==> src/rtl/stack_seq.sv <==
// stack_seq: Moore control sequencer for 16-bit stack-pointer operations.
// It handles PUSH, POP, ADD_SP_REL and (optionally) LD_SP_IMM.
// Every control output decodes from the state register alone.
// Optional feature macro: STACK_SEQ_LDSP_EN.
//   Defined:   LD_SP_IMM loads SP from two immediate bytes (states LD1/LD2).
//   Undefined: LD_SP_IMM completes in one NOP1 cycle and leaves SP unchanged.
module stack_seq (
  input  logic       clock,
  input  logic       reset,
  input  logic       cmd_valid,
  input  logic [1:0] cmd_op,
  output logic       cmd_ready,
  output logic [2:0] sp_sel,
  output logic [1:0] temp_buf_sel,
  output logic       write_temp_buf,
  output logic       addr_sel,
  output logic       mem_rd,
  output logic       mem_wr,
  output logic       pc_incr,
  output logic       rf_byte_sel,
  output logic       rf_write,
  output logic       done
);

  typedef enum logic [1:0] {
    OP_PUSH       = 2'd0,
    OP_POP        = 2'd1,
    OP_ADD_SP_REL = 2'd2,
    OP_LD_SP_IMM  = 2'd3
  } op_e;

  // SP next-value source codes seen by the datapath mux.
  typedef enum logic [2:0] {
    SP_HOLD = 3'd0,
    SP_INCR = 3'd1,
    SP_DECR = 3'd2,
    SP_TEMP = 3'd3,
    SP_REL  = 3'd4
  } sp_src_e;

  localparam logic [1:0] TB_DATA_BUS = 2'd0;
  localparam logic       ADDR_PC     = 1'b0;
  localparam logic       ADDR_SP     = 1'b1;
  localparam logic       BYTE_LO     = 1'b0;
  localparam logic       BYTE_HI     = 1'b1;

  // Encodings are fixed so that both builds share the same values.
  // Codes that belong to neither build fall back to IDLE.
`ifdef STACK_SEQ_LDSP_EN
  typedef enum logic [3:0] {
    S_IDLE = 4'd0,
    S_PU1  = 4'd1,
    S_PU2  = 4'd2,
    S_PU3  = 4'd3,
    S_PO1  = 4'd4,
    S_PO2  = 4'd5,
    S_AR1  = 4'd6,
    S_LD1  = 4'd7,
    S_LD2  = 4'd8
  } state_e;
`else
  typedef enum logic [3:0] {
    S_IDLE = 4'd0,
    S_PU1  = 4'd1,
    S_PU2  = 4'd2,
    S_PU3  = 4'd3,
    S_PO1  = 4'd4,
    S_PO2  = 4'd5,
    S_AR1  = 4'd6,
    S_NOP1 = 4'd9
  } state_e;
`endif

  // All Moore outputs as one bundle, so a single '0 gives the idle vector.
  typedef struct packed {
    logic       cmd_ready;
    sp_src_e    sp_sel;
    logic [1:0] temp_buf_sel;
    logic       write_temp_buf;
    logic       addr_sel;
    logic       mem_rd;
    logic       mem_wr;
    logic       pc_incr;
    logic       rf_byte_sel;
    logic       rf_write;
    logic       done;
  } ctrl_t;

  state_e state;
  state_e state_nxt;
  ctrl_t  ctrl;
  op_e    op;

  assign op = op_e'(cmd_op);

  // State register. Reset forces IDLE at once, even in the middle of a command.
  always_ff @(posedge clock or negedge reset) begin
    // NOTE: non-blocking assignment makes every flop sample pre-edge values, so there is no race between processes.
    if (!reset) begin
      state <= S_IDLE;
    end else begin
      state <= state_nxt;
    end
  end

  // Next-state logic and the output decode for the current state.
  always_comb begin
    // NOTE: every signal gets a default before the case, so no path leaves it unassigned and no latch is inferred.
    state_nxt = state;
    ctrl      = '0;
    case (state)
      S_IDLE: begin
        ctrl.cmd_ready = 1'b1;
        if (cmd_valid) begin
          case (op)
            OP_PUSH:       state_nxt = S_PU1;
            OP_POP:        state_nxt = S_PO1;
            OP_ADD_SP_REL: state_nxt = S_AR1;
`ifdef STACK_SEQ_LDSP_EN
            OP_LD_SP_IMM:  state_nxt = S_LD1;
`else
            OP_LD_SP_IMM:  state_nxt = S_NOP1;
`endif
            default:       state_nxt = S_IDLE;
          endcase
        end
      end

      // PUSH: pre-decrement, write the high byte and decrement, then write the low byte.
      S_PU1: begin
        ctrl.sp_sel = SP_DECR;
        state_nxt   = S_PU2;
      end
      S_PU2: begin
        ctrl.addr_sel    = ADDR_SP;
        ctrl.mem_wr      = 1'b1;
        ctrl.rf_byte_sel = BYTE_HI;
        ctrl.sp_sel      = SP_DECR;
        state_nxt        = S_PU3;
      end
      S_PU3: begin
        ctrl.addr_sel    = ADDR_SP;
        ctrl.mem_wr      = 1'b1;
        ctrl.rf_byte_sel = BYTE_LO;
        ctrl.done        = 1'b1;
        state_nxt        = S_IDLE;
      end

      // POP: read the low byte, then the high byte, post-incrementing SP each time.
      S_PO1: begin
        ctrl.addr_sel    = ADDR_SP;
        ctrl.mem_rd      = 1'b1;
        ctrl.rf_write    = 1'b1;
        ctrl.rf_byte_sel = BYTE_LO;
        ctrl.sp_sel      = SP_INCR;
        state_nxt        = S_PO2;
      end
      S_PO2: begin
        ctrl.addr_sel    = ADDR_SP;
        ctrl.mem_rd      = 1'b1;
        ctrl.rf_write    = 1'b1;
        ctrl.rf_byte_sel = BYTE_HI;
        ctrl.sp_sel      = SP_INCR;
        ctrl.done        = 1'b1;
        state_nxt        = S_IDLE;
      end

      // ADD_SP_REL: fetch a signed offset at PC; SP takes SP+offset on the same edge.
      S_AR1: begin
        ctrl.addr_sel = ADDR_PC;
        ctrl.mem_rd   = 1'b1;
        ctrl.pc_incr  = 1'b1;
        ctrl.sp_sel   = SP_REL;
        ctrl.done     = 1'b1;
        state_nxt     = S_IDLE;
      end

`ifdef STACK_SEQ_LDSP_EN
      // LD_SP_IMM: the low immediate goes to the temp buffer; the high immediate
      // joins it on the bus to form the new SP.
      S_LD1: begin
        ctrl.addr_sel       = ADDR_PC;
        ctrl.mem_rd         = 1'b1;
        ctrl.pc_incr        = 1'b1;
        ctrl.temp_buf_sel   = TB_DATA_BUS;
        ctrl.write_temp_buf = 1'b1;
        state_nxt           = S_LD2;
      end
      S_LD2: begin
        ctrl.addr_sel     = ADDR_PC;
        ctrl.mem_rd       = 1'b1;
        ctrl.pc_incr      = 1'b1;
        ctrl.temp_buf_sel = TB_DATA_BUS;
        ctrl.sp_sel       = SP_TEMP;
        ctrl.done         = 1'b1;
        state_nxt         = S_IDLE;
      end
`else
      // With the feature compiled out, LD_SP_IMM only completes the handshake.
      S_NOP1: begin
        ctrl.done = 1'b1;
        state_nxt = S_IDLE;
      end
`endif

      // Unused encodings: idle outputs, then back to IDLE on the next edge.
      default: begin
        ctrl      = '0;
        state_nxt = S_IDLE;
      end
    endcase
  end

  assign cmd_ready      = ctrl.cmd_ready;
  assign sp_sel         = ctrl.sp_sel;
  assign temp_buf_sel   = ctrl.temp_buf_sel;
  assign write_temp_buf = ctrl.write_temp_buf;
  assign addr_sel       = ctrl.addr_sel;
  assign mem_rd         = ctrl.mem_rd;
  assign mem_wr         = ctrl.mem_wr;
  assign pc_incr        = ctrl.pc_incr;
  assign rf_byte_sel    = ctrl.rf_byte_sel;
  assign rf_write       = ctrl.rf_write;
  assign done           = ctrl.done;

  // The memory port is shared, so a read and a write can never overlap.
  a_rd_wr_exclusive : assert property (@(posedge clock) disable iff (!reset) !(mem_rd && mem_wr));

endmodule

==> config.mk <==
export PLATFORM = sky130hd
export DESIGN_NAME = stack_seq
export DESIGN_NICKNAME = d
export VERILOG_FILES = /design/src/rtl/stack_seq.sv
export SDC_FILE = /design/constraint.sdc
export NUM_CORES = 1
export LEC_CHECK = 0
export ABC_AREA = 1
export ABC_CLOCK_PERIOD_IN_PS = 1000
export CAP_MARGIN = 20
export CORE_AREA = 2 2 39 41
export CTS_CLUSTER_SIZE = 12
export DETAILED_ROUTE_END_ITERATION = 8
export DIE_AREA = 0 0 41 43
export SLEW_MARGIN = 20
export SYNTH_ARGS = -nofsm -noshare
export SYNTH_HDL_FRONTEND = slang
export SYNTH_SLANG_ARGS = --single-unit
==> constraint.sdc <==
create_clock -name clock -period 1 [get_ports clock]
set_clock_uncertainty 0.05 [all_clocks]
set_input_delay 0.25 -clock clock [delete_from_list [all_inputs] [get_ports clock]]
set_output_delay 0.25 -clock clock [all_outputs]
set_load 0.02 [all_outputs]
==> impl_metrics.py, run 1 <==
metrics = {
    "placement": {
        "dpl.cell_count": 88,
        "dp_hpwl_um": 606,
        "io_buffers": 15,
        "routabilityCongestion": 0.719,
    },
    "worst_setup_path": {
        "slowest_stage": "dfrtp_1",
        "end_kind": "output pin",
        "slowest_delay_ns": 0.42,
        "worstPathMaxFanout": 4,
        "worstPathRequired_ns": 0.70,
        "setup.worst_path.start_class": "flip-flop",
        "worstSetupPathType": "reg -> out",
        "path_buf_inv": 2,
        "crit_family": "flip-flops",
        "cp_cell_sequence": "inv_2, nor2_4, nand3_2, nand4_1, buf_6",
        "arrival_ns": 1.27,
    },
    "layout": {
        "area_delta_synth_final_pct": 122,
        "regMostFlops": "state",
        "stdcell_count": 100,
        "final_cell_mix": "18 x buf_6, 9 x inv_2, 8 x nor2_4, 8 x buf_4, 5 x nand2_2",
        "n_antenna_cell": 0,
        "drive_gt1_share_pct": 75.0,
        "largest_reg_flops": 4,
        "reg.largest.list": "state: 4 flops",
        "final_common_cell": "buf_6",
        "finalNetCount": 93,
    },
    "synth": {
        "syn_area_per_cell_um2": 6.76,
        "synth_simple_gate_area_share_pct": 41.6,
        "synth_xor_area_share_pct": 0,
        "synth_mux_area_share_pct": 0,
        "synth-seq-cells": 4,
        "synthesis.area_um2": 352,
        "synth_compound_area_share_pct": 3.56,
        "yosysWarnings": 0,
        "synth_cell_type_count": 17,
        "yosysSeqAreaShare_pct": 28.5,
        "synth_top_family_by_area": "simple AND/OR/NAND/NOR gates",
        "synth_cells": 52,
        "synth_fa_ha_area_share_pct": 7.12,
    },
    "sta": {
        "rsz0062_at_grt": "yes",
        "hold_viol": 0,
        "fin_crit_sh_pct": 157,
        "worst_slack_ns": -0.572,
        "setup_viol": 15,
        "slew_violations": 0,
        "tns_ns": -6.34,
        "fmax_mhz": 636,
        "period_needed_ns": 1.57,
    },
    "clocking": {
        "clk_pin_slew_worst_paths_ns": 0.04,
        "cts_max_level": 1,
        "clk-insertion-delay-late_ns": 0.23,
        "cts_max_path_buffers": 2,
        "cts_tree": "built",
        "cts_buffers": 3,
        "clkSinkCount": 4,
        "cts_root_buf": "clkbuf_4",
    },
    "drt": {
        "drc": 0,
        "drtPass1Iterations": 4,
        "via_count": 418,
        "via_per_inst": 4.18,
        "drtAntennaViolNets": 0,
        "drt_iter0_drc": 3,
        "wl_per_cell_um": 9.39,
        "wl_um": 939,
    },
    "floorplanning": {
        "dieArea_um2": 1760,
        "fp-row-count": 14,
        "fp.dieH_um": 43,
        "start_util_pct": 25.4,
        "ios": 19,
        "core-area_um2": 1380,
        "chipWidth_um": 41,
    },
    "pwr": {
        "vdd_drop_max_mv": 2.15,
        "power.leakage_nw": 0.409,
        "p_total_mw": 3.12,
        "cellPowerDensity_nw_per_um2": 4010,
    },
    "grt": {
        "grt_overflow": 0,
        "grt_max_degree": 7,
        "antenna_found_initial": 0,
        "grt_pass1_wl_um": 1480,
        "grt_usage_pct": 12.8,
        "first_global_vias": 384,
    },
    "flow_run": {
        "maxCapViolations": 0,
    },
    "outcome": {
        "violations": "setup timing",
        "status": "complete, but fails checks",
    },
    "min_path": {
        "holdCritPathClass": "in -> async",
    },
}
-- logic make-up after synthesis --
family	count (synthesis)
DFF	4
buffers and inverters	14
other	1
adders and majority gates	2
AOI/OAI and AO/OA	2
and+or+nand+nor	29
-- final cells by class --
cell class	count	area, um2
Timing Repair Buffer	30	302
Multi-Input combinational cell	36	290
Clock buffer	3	22.5
Sequential cell	4	104
Fill cell	126	604
Tap cell	16	20.0
Inverter	11	41.3
-- routing by layer --
| metal | vias to the layer above | routed length (um) | track usage [%] |
|---|---|---|---|
| li1 | 215 | - | - |
| met1 | 181 | 368 | 13.3 |
| met2 | 20 | 504 | 21.3 |
| met3 | 2 | 63 | 6.28 |
| met4 | 0 | 2 | 4.00 |
| met5 | - | 0 | 0 |
-- cells in the mapped netlist --
library cell	count	area [um2]
nand2_1	10	37.5
inv_1	9	33.8
nor2_1	6	22.5
nor2_2	5	31.3
dfrtp_1	4	100
buf_4	3	22.5
ha_1	2	25.0
inv_2	2	7.51
nand3_1	2	10.0
nand4_1	2	12.5
conb_1	1	3.75
nand2_2	1	6.26
nor2_4	1	11.3
nor3_1	1	5.00
nor3_2	1	10.0
o211ai_1	1	7.51
o21ai_0	1	5.00
-- through the flow --
| stage | instance area, um2 | hold WS (ns) | setup WS, ns | util [%] |
|---|---|---|---|---|
| global placement | 568 | 0.410 | -0.750 | 41.0 |
| CTS | 651 | 0.162 | -0.554 | 47.0 |
| finish | 779 | 0.165 | -0.572 | 56.3 |
| detailed placement | 568 | 0.413 | -0.765 | 41.0 |
| floorplan | 375 | -0.0956 | -0.198 | - |
| global route | 779 | 0.173 | -0.650 | 56.3 |
-- repair_timing --
| item | 4_1_cts | 5_1_grt |
|---|---|---|
| hold buffers | 0 | 0 |
| endpoints found under the hold margin | 0 | 0 |
| gates resized for setup | 70 | 30 |
| pin swaps | 6 | 14 |
| setup endpoints to repair | 15 | 15 |
| buffers inserted | 5 | 6 |
-- report_power, final --
part           switching (mW)  internal [mW]  total [mW]
clock                  0.0646          0.134       0.199
combinational            1.25           1.33        2.58
sequential              0.111          0.236       0.347
-- worst paths after layout --
kind,from,cells after the start,to,slack [ns]
setup / recovery,state[2],5,done,-0.57
hold / removal,reset,1,state[2],0.16
setup reg to reg,state[2],6,state[1],-0.26
hold reg to reg,state[3],3,state[2],0.59
max in group asynchronous,reset,1,state[3],0.56
min in group clock,cmd_op[0],4,state[3],0.55
Power figures use the tool's default switching activity.
==> run 2, diff against run 1 <==
- RECOVER_POWER: default -> 50
- SKIP_CTS_REPAIR_TIMING: default -> 1
==> impl_metrics.py, run 2 (synthesized netlist as in run 1, its figures left out) <==
metrics = {
    "clocking": {
        "cts_root_buf": "clkbuf_4",
        "cts_max_level": 1,
        "clk-insertion-delay-late_ns": 0.23,
        "cts_tree": "built",
        "cts_max_path_buffers": 2,
        "clkSinkCount": 4,
        "cts_buffers": 3,
        "clk_pin_slew_worst_paths_ns": 0.04,
    },
    "outcome": {
        "violations": "setup timing",
        "status": "complete, but fails checks",
    },
    "worst_setup_path": {
        "setup.worst_path.start_class": "flip-flop",
        "worstPathRequired_ns": 0.70,
        "worstPathMaxFanout": 4,
        "end_kind": "output pin",
        "worstSetupPathType": "reg -> out",
        "slowest_stage": "dfrtp_1",
        "rr_startpoint": "state[0]",
        "slowest_delay_ns": 0.41,
        "r2r_cells": 5,
        "arrival_ns": 1.20,
        "crit_family": "flip-flops",
        "path_buf_inv": 2,
        "cp_cell_sequence": "inv_2, nor2_4, nand3_2, nand4_1, buf_4",
        "rrSetupSlack_ns": -0.19,
        "timing.rr.end": "state[2]",
    },
    "pwr": {
        "clockPowerShare_pct": 8.5,
        "switchingPower_mw": 1.16,
        "power.leakage_nw": 0.339,
        "swShare_pct": 49.3,
        "p_int_mw": 1.19,
        "comb_power_share_pct": 76.2,
        "cellPowerDensity_nw_per_um2": 3860,
        "pwr-share-seq_pct": 15.3,
        "vdd_drop_max_mv": 1.96,
    },
    "floorplanning": {
        "chipWidth_um": 41,
        "dieArea_um2": 1760,
        "core-area_um2": 1380,
        "fp-row-count": 14,
        "fp.dieH_um": 43,
        "ios": 19,
        "start_util_pct": 25.4,
    },
    "placement": {
        "postPlaceCellArea_um2": 568,
        "io_buffers": 15,
        "dp_hpwl_um": 606,
        "routabilityCongestion": 0.719,
    },
    "grt": {
        "grt_overflow": 0,
        "first_global_vias": 326,
        "grt_pass1_wl_um": 1300,
        "antenna_found_initial": 0,
        "grt_max_degree": 8,
        "grt_usage_pct": 11.4,
    },
    "layout": {
        "final_cell_mix": "9 x buf_4, 7 x inv_2, 7 x nor2_2, 7 x nand2_1, 5 x buf_6",
        "regMostFlops": "state",
        "area_delta_synth_final_pct": 73.7,
        "reg.largest.list": "state: 4 flops",
        "final_util_pct": 44.1,
        "final_common_cell": "buf_4",
        "n_fill_cell": 148,
        "finalNetCount": 84,
        "n_antenna_cell": 0,
        "largest_reg_flops": 4,
        "final_area_um2": 611,
        "drive_gt1_share_pct": 65.3,
    },
    "min_path": {
        "holdCritPathClass": "in -> async",
    },
    "sta": {
        "fmax_mhz": 666,
        "slew_violations": 0,
        "rsz0062_at_grt": "yes",
        "hold_viol": 0,
        "setup_viol": 15,
        "period_needed_ns": 1.50,
        "fin_crit_sh_pct": 150,
        "worst_slack_ns": -0.501,
    },
    "drt": {
        "wl_per_cell_um": 8.63,
        "via_count": 380,
        "drtPass1Iterations": 4,
        "via_per_inst": 4.18,
        "drtAntennaViolNets": 0,
        "drt_iter0_drc": 5,
        "wl_um": 785,
        "drc": 0,
    },
    "flow_run": {
        "maxCapViolations": 0,
    },
}
==> run 2: cell count changes in the layout (fill, tap and decap cells not counted), sizes merged <==
cell	previous run	this run
buf	26	14
clkbuf	3	6
clkdlybuf4s50	3	2
dlygate4sd2	1	0
dlygate4sd3	0	1
dlymetal6s2s	0	1
==> run 2: routing by layer <==
| layer | share of wire (%) | vias up | global-route usage [%] |
|---|---|---|---|
| met5 | 0 | - | 0 |
| met4 | 0.25 | 0 | 4.00 |
| met3 | 8.9 | 2 | 6.28 |
| met2 | 51 | 18 | 17.5 |
| met1 | 40 | 160 | 12.7 |
| li1 | - | 200 | - |
==> run 2: stage by stage <==
stage | std cells | worst slack [ns] | hold slack (ns) | setup TNS (ns) | total power, mW
floorplan | 54 | -0.198 | -0.0956 | -2.00 | 1.28
global placement | 88 | -0.750 | 0.410 | -9.31 | 2.06
detailed placement | 88 | -0.765 | 0.413 | -9.51 | 2.06
CTS | 91 | -1.02 | 0.162 | -11.83 | 2.28
global route | 91 | -0.582 | 0.243 | -6.73 | 2.57
finish | 91 | -0.501 | 0.234 | -5.65 | 2.36
==> run 2: worst max path at each step <==
| stage | from | to | slack, ns | cells past startpoint |
|---|---|---|---|---|
| floorplan | state[2] | addr_sel | -0.20 | 3 |
| global placement | state[3] | addr_sel | -0.75 | 4 |
| detailed placement | state[2] | addr_sel | -0.77 | 4 |
| CTS | state[2] | done | -1.02 | 5 |
| global route | state[2] | done | -0.58 | 5 |
| finish | state[2] | done | -0.50 | 5 |
==> run 2: area by class of cell <==
class                      instances  area (um2)  share of cell area (%)
multi-input combinational         36         239                    39.1
timing repair buffer              21         181                    29.7
sequential                         4         104                    17.0
inverter                          11        43.8                    7.17
clock buffer                       3        22.5                    3.69
tap                               16        20.0                    3.28
==> run 2: worst reg2reg max path, cell delays in order (launching register included) <==
cell	delay, ns
dfrtp_2	0.46
nor2_4	0.17
nand2_2	0.08
buf_6	0.13
nor2_4	0.12
nor2_1	0.06
==> run 2: power by group through the flow <==
| stage | Combinational, mW | Clock, mW | Sequential [mW] |
|---|---|---|---|
| 2_1_floorplan | 0.969 | 0 | 0.308 |
| 3_3_place_gp | 1.74 | 0 | 0.317 |
| 3_5_place_dp | 1.74 | 0 | 0.318 |
| 4_1_cts | 1.75 | 0.206 | 0.318 |
| 5_1_grt | 1.98 | 0.221 | 0.373 |
| 6_report | 1.79 | 0.200 | 0.361 |
==> run 3, diff against run 2 <==
- ABC_CLOCK_PERIOD_IN_PS: 1000 -> 1500
- clock period: 1 -> 1.5 ns (I/O delays scaled with it)
==> impl_metrics.py, run 3 (synthesized netlist as in run 1, its figures left out) <==
metrics = {
    "pwr": {
        "p_int_mw": 0.726,
        "cellPowerDensity_nw_per_um2": 2490,
        "vdd_drop_max_mv": 1.03,
        "power.leakage_nw": 0.336,
        "clockPowerShare_pct": 9.2,
        "comb_power_share_pct": 74.7,
        "pwr-share-seq_pct": 16.1,
        "switchingPower_mw": 0.717,
        "p_total_mw": 1.44,
        "swShare_pct": 49.7,
    },
    "sta": {
        "setup_viol": 11,
        "hold_viol": 0,
        "tns_ns": -1.01,
        "rsz0062_at_grt": "yes",
        "period_needed_ns": 1.63,
        "fmax_mhz": 612,
        "fin_crit_sh_pct": 109,
        "worst_slack_ns": -0.135,
        "slew_violations": 0,
    },
    "clocking": {
        "cts_tree": "built",
        "cts_max_path_buffers": 2,
        "clk-insertion-delay-late_ns": 0.24,
        "clkSinkCount": 4,
        "cts_buffers": 3,
        "cts_max_level": 1,
        "clk_pin_slew_worst_paths_ns": 0.04,
        "cts_root_buf": "clkbuf_4",
    },
    "worst_setup_path": {
        "slowest_delay_ns": 0.42,
        "setup.worst_path.start_class": "flip-flop",
        "cp_cell_sequence": "inv_2, nor2_4, nand2_1, o21ai_1, buf_4",
        "end_kind": "output pin",
        "worstSetupPathType": "reg -> out",
        "arrival_ns": 1.21,
        "worstPathRequired_ns": 1.07,
        "slowest_stage": "dfrtp_1",
        "worstPathMaxFanout": 4,
    },
    "flow_run": {
        "maxCapViolations": 0,
    },
    "grt": {
        "grt_overflow": 0,
        "grt_usage_pct": 10.5,
        "grtUsageMet2_pct": 15.0,
        "grt_use_met3_pct": 4.71,
        "grt_util_met1_pct": 12.4,
        "grt_pass1_wl_um": 1210,
        "antenna_found_initial": 0,
        "top_usage_layer": "met2",
        "grt_max_degree": 8,
        "first_global_vias": 301,
    },
    "layout": {
        "finalNetCount": 84,
        "n_antenna_cell": 0,
        "largest_reg_flops": 4,
        "area_delta_synth_final_pct": 65.1,
        "final_util_pct": 42.0,
        "regMostFlops": "state",
        "reg.largest.list": "state: 4 flops",
        "stdcell_count": 91,
        "final_cell_mix": "10 x buf_4, 9 x inv_1, 8 x nand2_1",
        "final_area_um2": 581,
        "n_fill_cell": 155,
        "drive_gt1_share_pct": 49.3,
        "final_common_cell": "buf_4",
    },
    "drt": {
        "drc": 0,
        "drtPass1Iterations": 2,
        "wl_um": 793,
        "drtAntennaViolNets": 0,
        "via_count": 373,
        "drt_iter0_drc": 2,
        "via_per_inst": 4.10,
        "wl_per_cell_um": 8.71,
    },
    "floorplanning": {
        "core-area_um2": 1380,
        "start_util_pct": 25.4,
        "dieArea_um2": 1760,
        "chipWidth_um": 41,
        "fp-row-count": 14,
        "fp.dieH_um": 43,
        "ios": 19,
    },
    "placement": {
        "postPlaceCellArea_um2": 552,
        "dp_hpwl_um": 619,
        "io_buffers": 15,
        "routabilityCongestion": 0.732,
        "dpl.cell_count": 88,
    },
    "outcome": {
        "status": "complete, but fails checks",
        "violations": "setup timing",
    },
    "min_path": {
        "holdCritPathClass": "in -> async",
    },
}
-- run 3: cell type report --
| cell class | instances | area (um2) | area share [%] |
|---|---|---|---|
| Clock buffer | 3 | 22.5 | 3.88 |
| Inverter | 11 | 41.3 | 7.11 |
| Multi-Input combinational cell | 36 | 218 | 37.5 |
| Sequential cell | 4 | 104 | 17.9 |
| Tap cell | 16 | 20.0 | 3.45 |
| Timing Repair Buffer | 21 | 175 | 30.2 |
-- run 3: final timing paths --
check | startpoint | end | slack [ns] | cells after the start
max | state[2] | addr_sel | -0.13 | 5
min | reset | state[2] | 0.36 | 1
max in group asynchronous | reset | state[1] | 0.85 | 1
min reg2reg | state[3] | state[2] | 0.62 | 3
min in group clock | state[3] | state[2] | 0.62 | 3
max reg2reg | state[0] | state[1] | 0.29 | 5
-- run 3: power by group through the flow --
stage,clock (mW),combinational (mW),sequential [mW]
finish,0.133,1.08,0.232
global placement,0,1.10,0.214
global route,0.149,1.18,0.242
floorplan,0,0.587,0.205
detailed placement,0,1.10,0.217
CTS,0.141,1.10,0.215
-- run 3: metrics by stage --
stage | hold WS, ns | setup slack (ns)
2_1_floorplan | 0.0294 | 0.0984
3_3_place_gp | 0.536 | -0.389
3_5_place_dp | 0.539 | -0.416
4_1_cts | 0.284 | -0.679
5_1_grt | 0.370 | -0.222
6_report | 0.361 | -0.135
-- run 3: metal layers --
metal,wire length (um),part of all wire [%],vias up
li1,-,-,199
met1,311,39,153
met2,400,50,19
met3,74,9.3,2
met4,8,1.0,0
met5,0,0,-
-- run 3: worst max-delay path, delay by kind of cell (launching register included) --
family | cells | cell delay (ns)
and+or+nand+nor | 2 | 0.24
buffers and inverters | 2 | 0.23
DFF | 1 | 0.42
AOI/OAI and AO/OA | 1 | 0.09
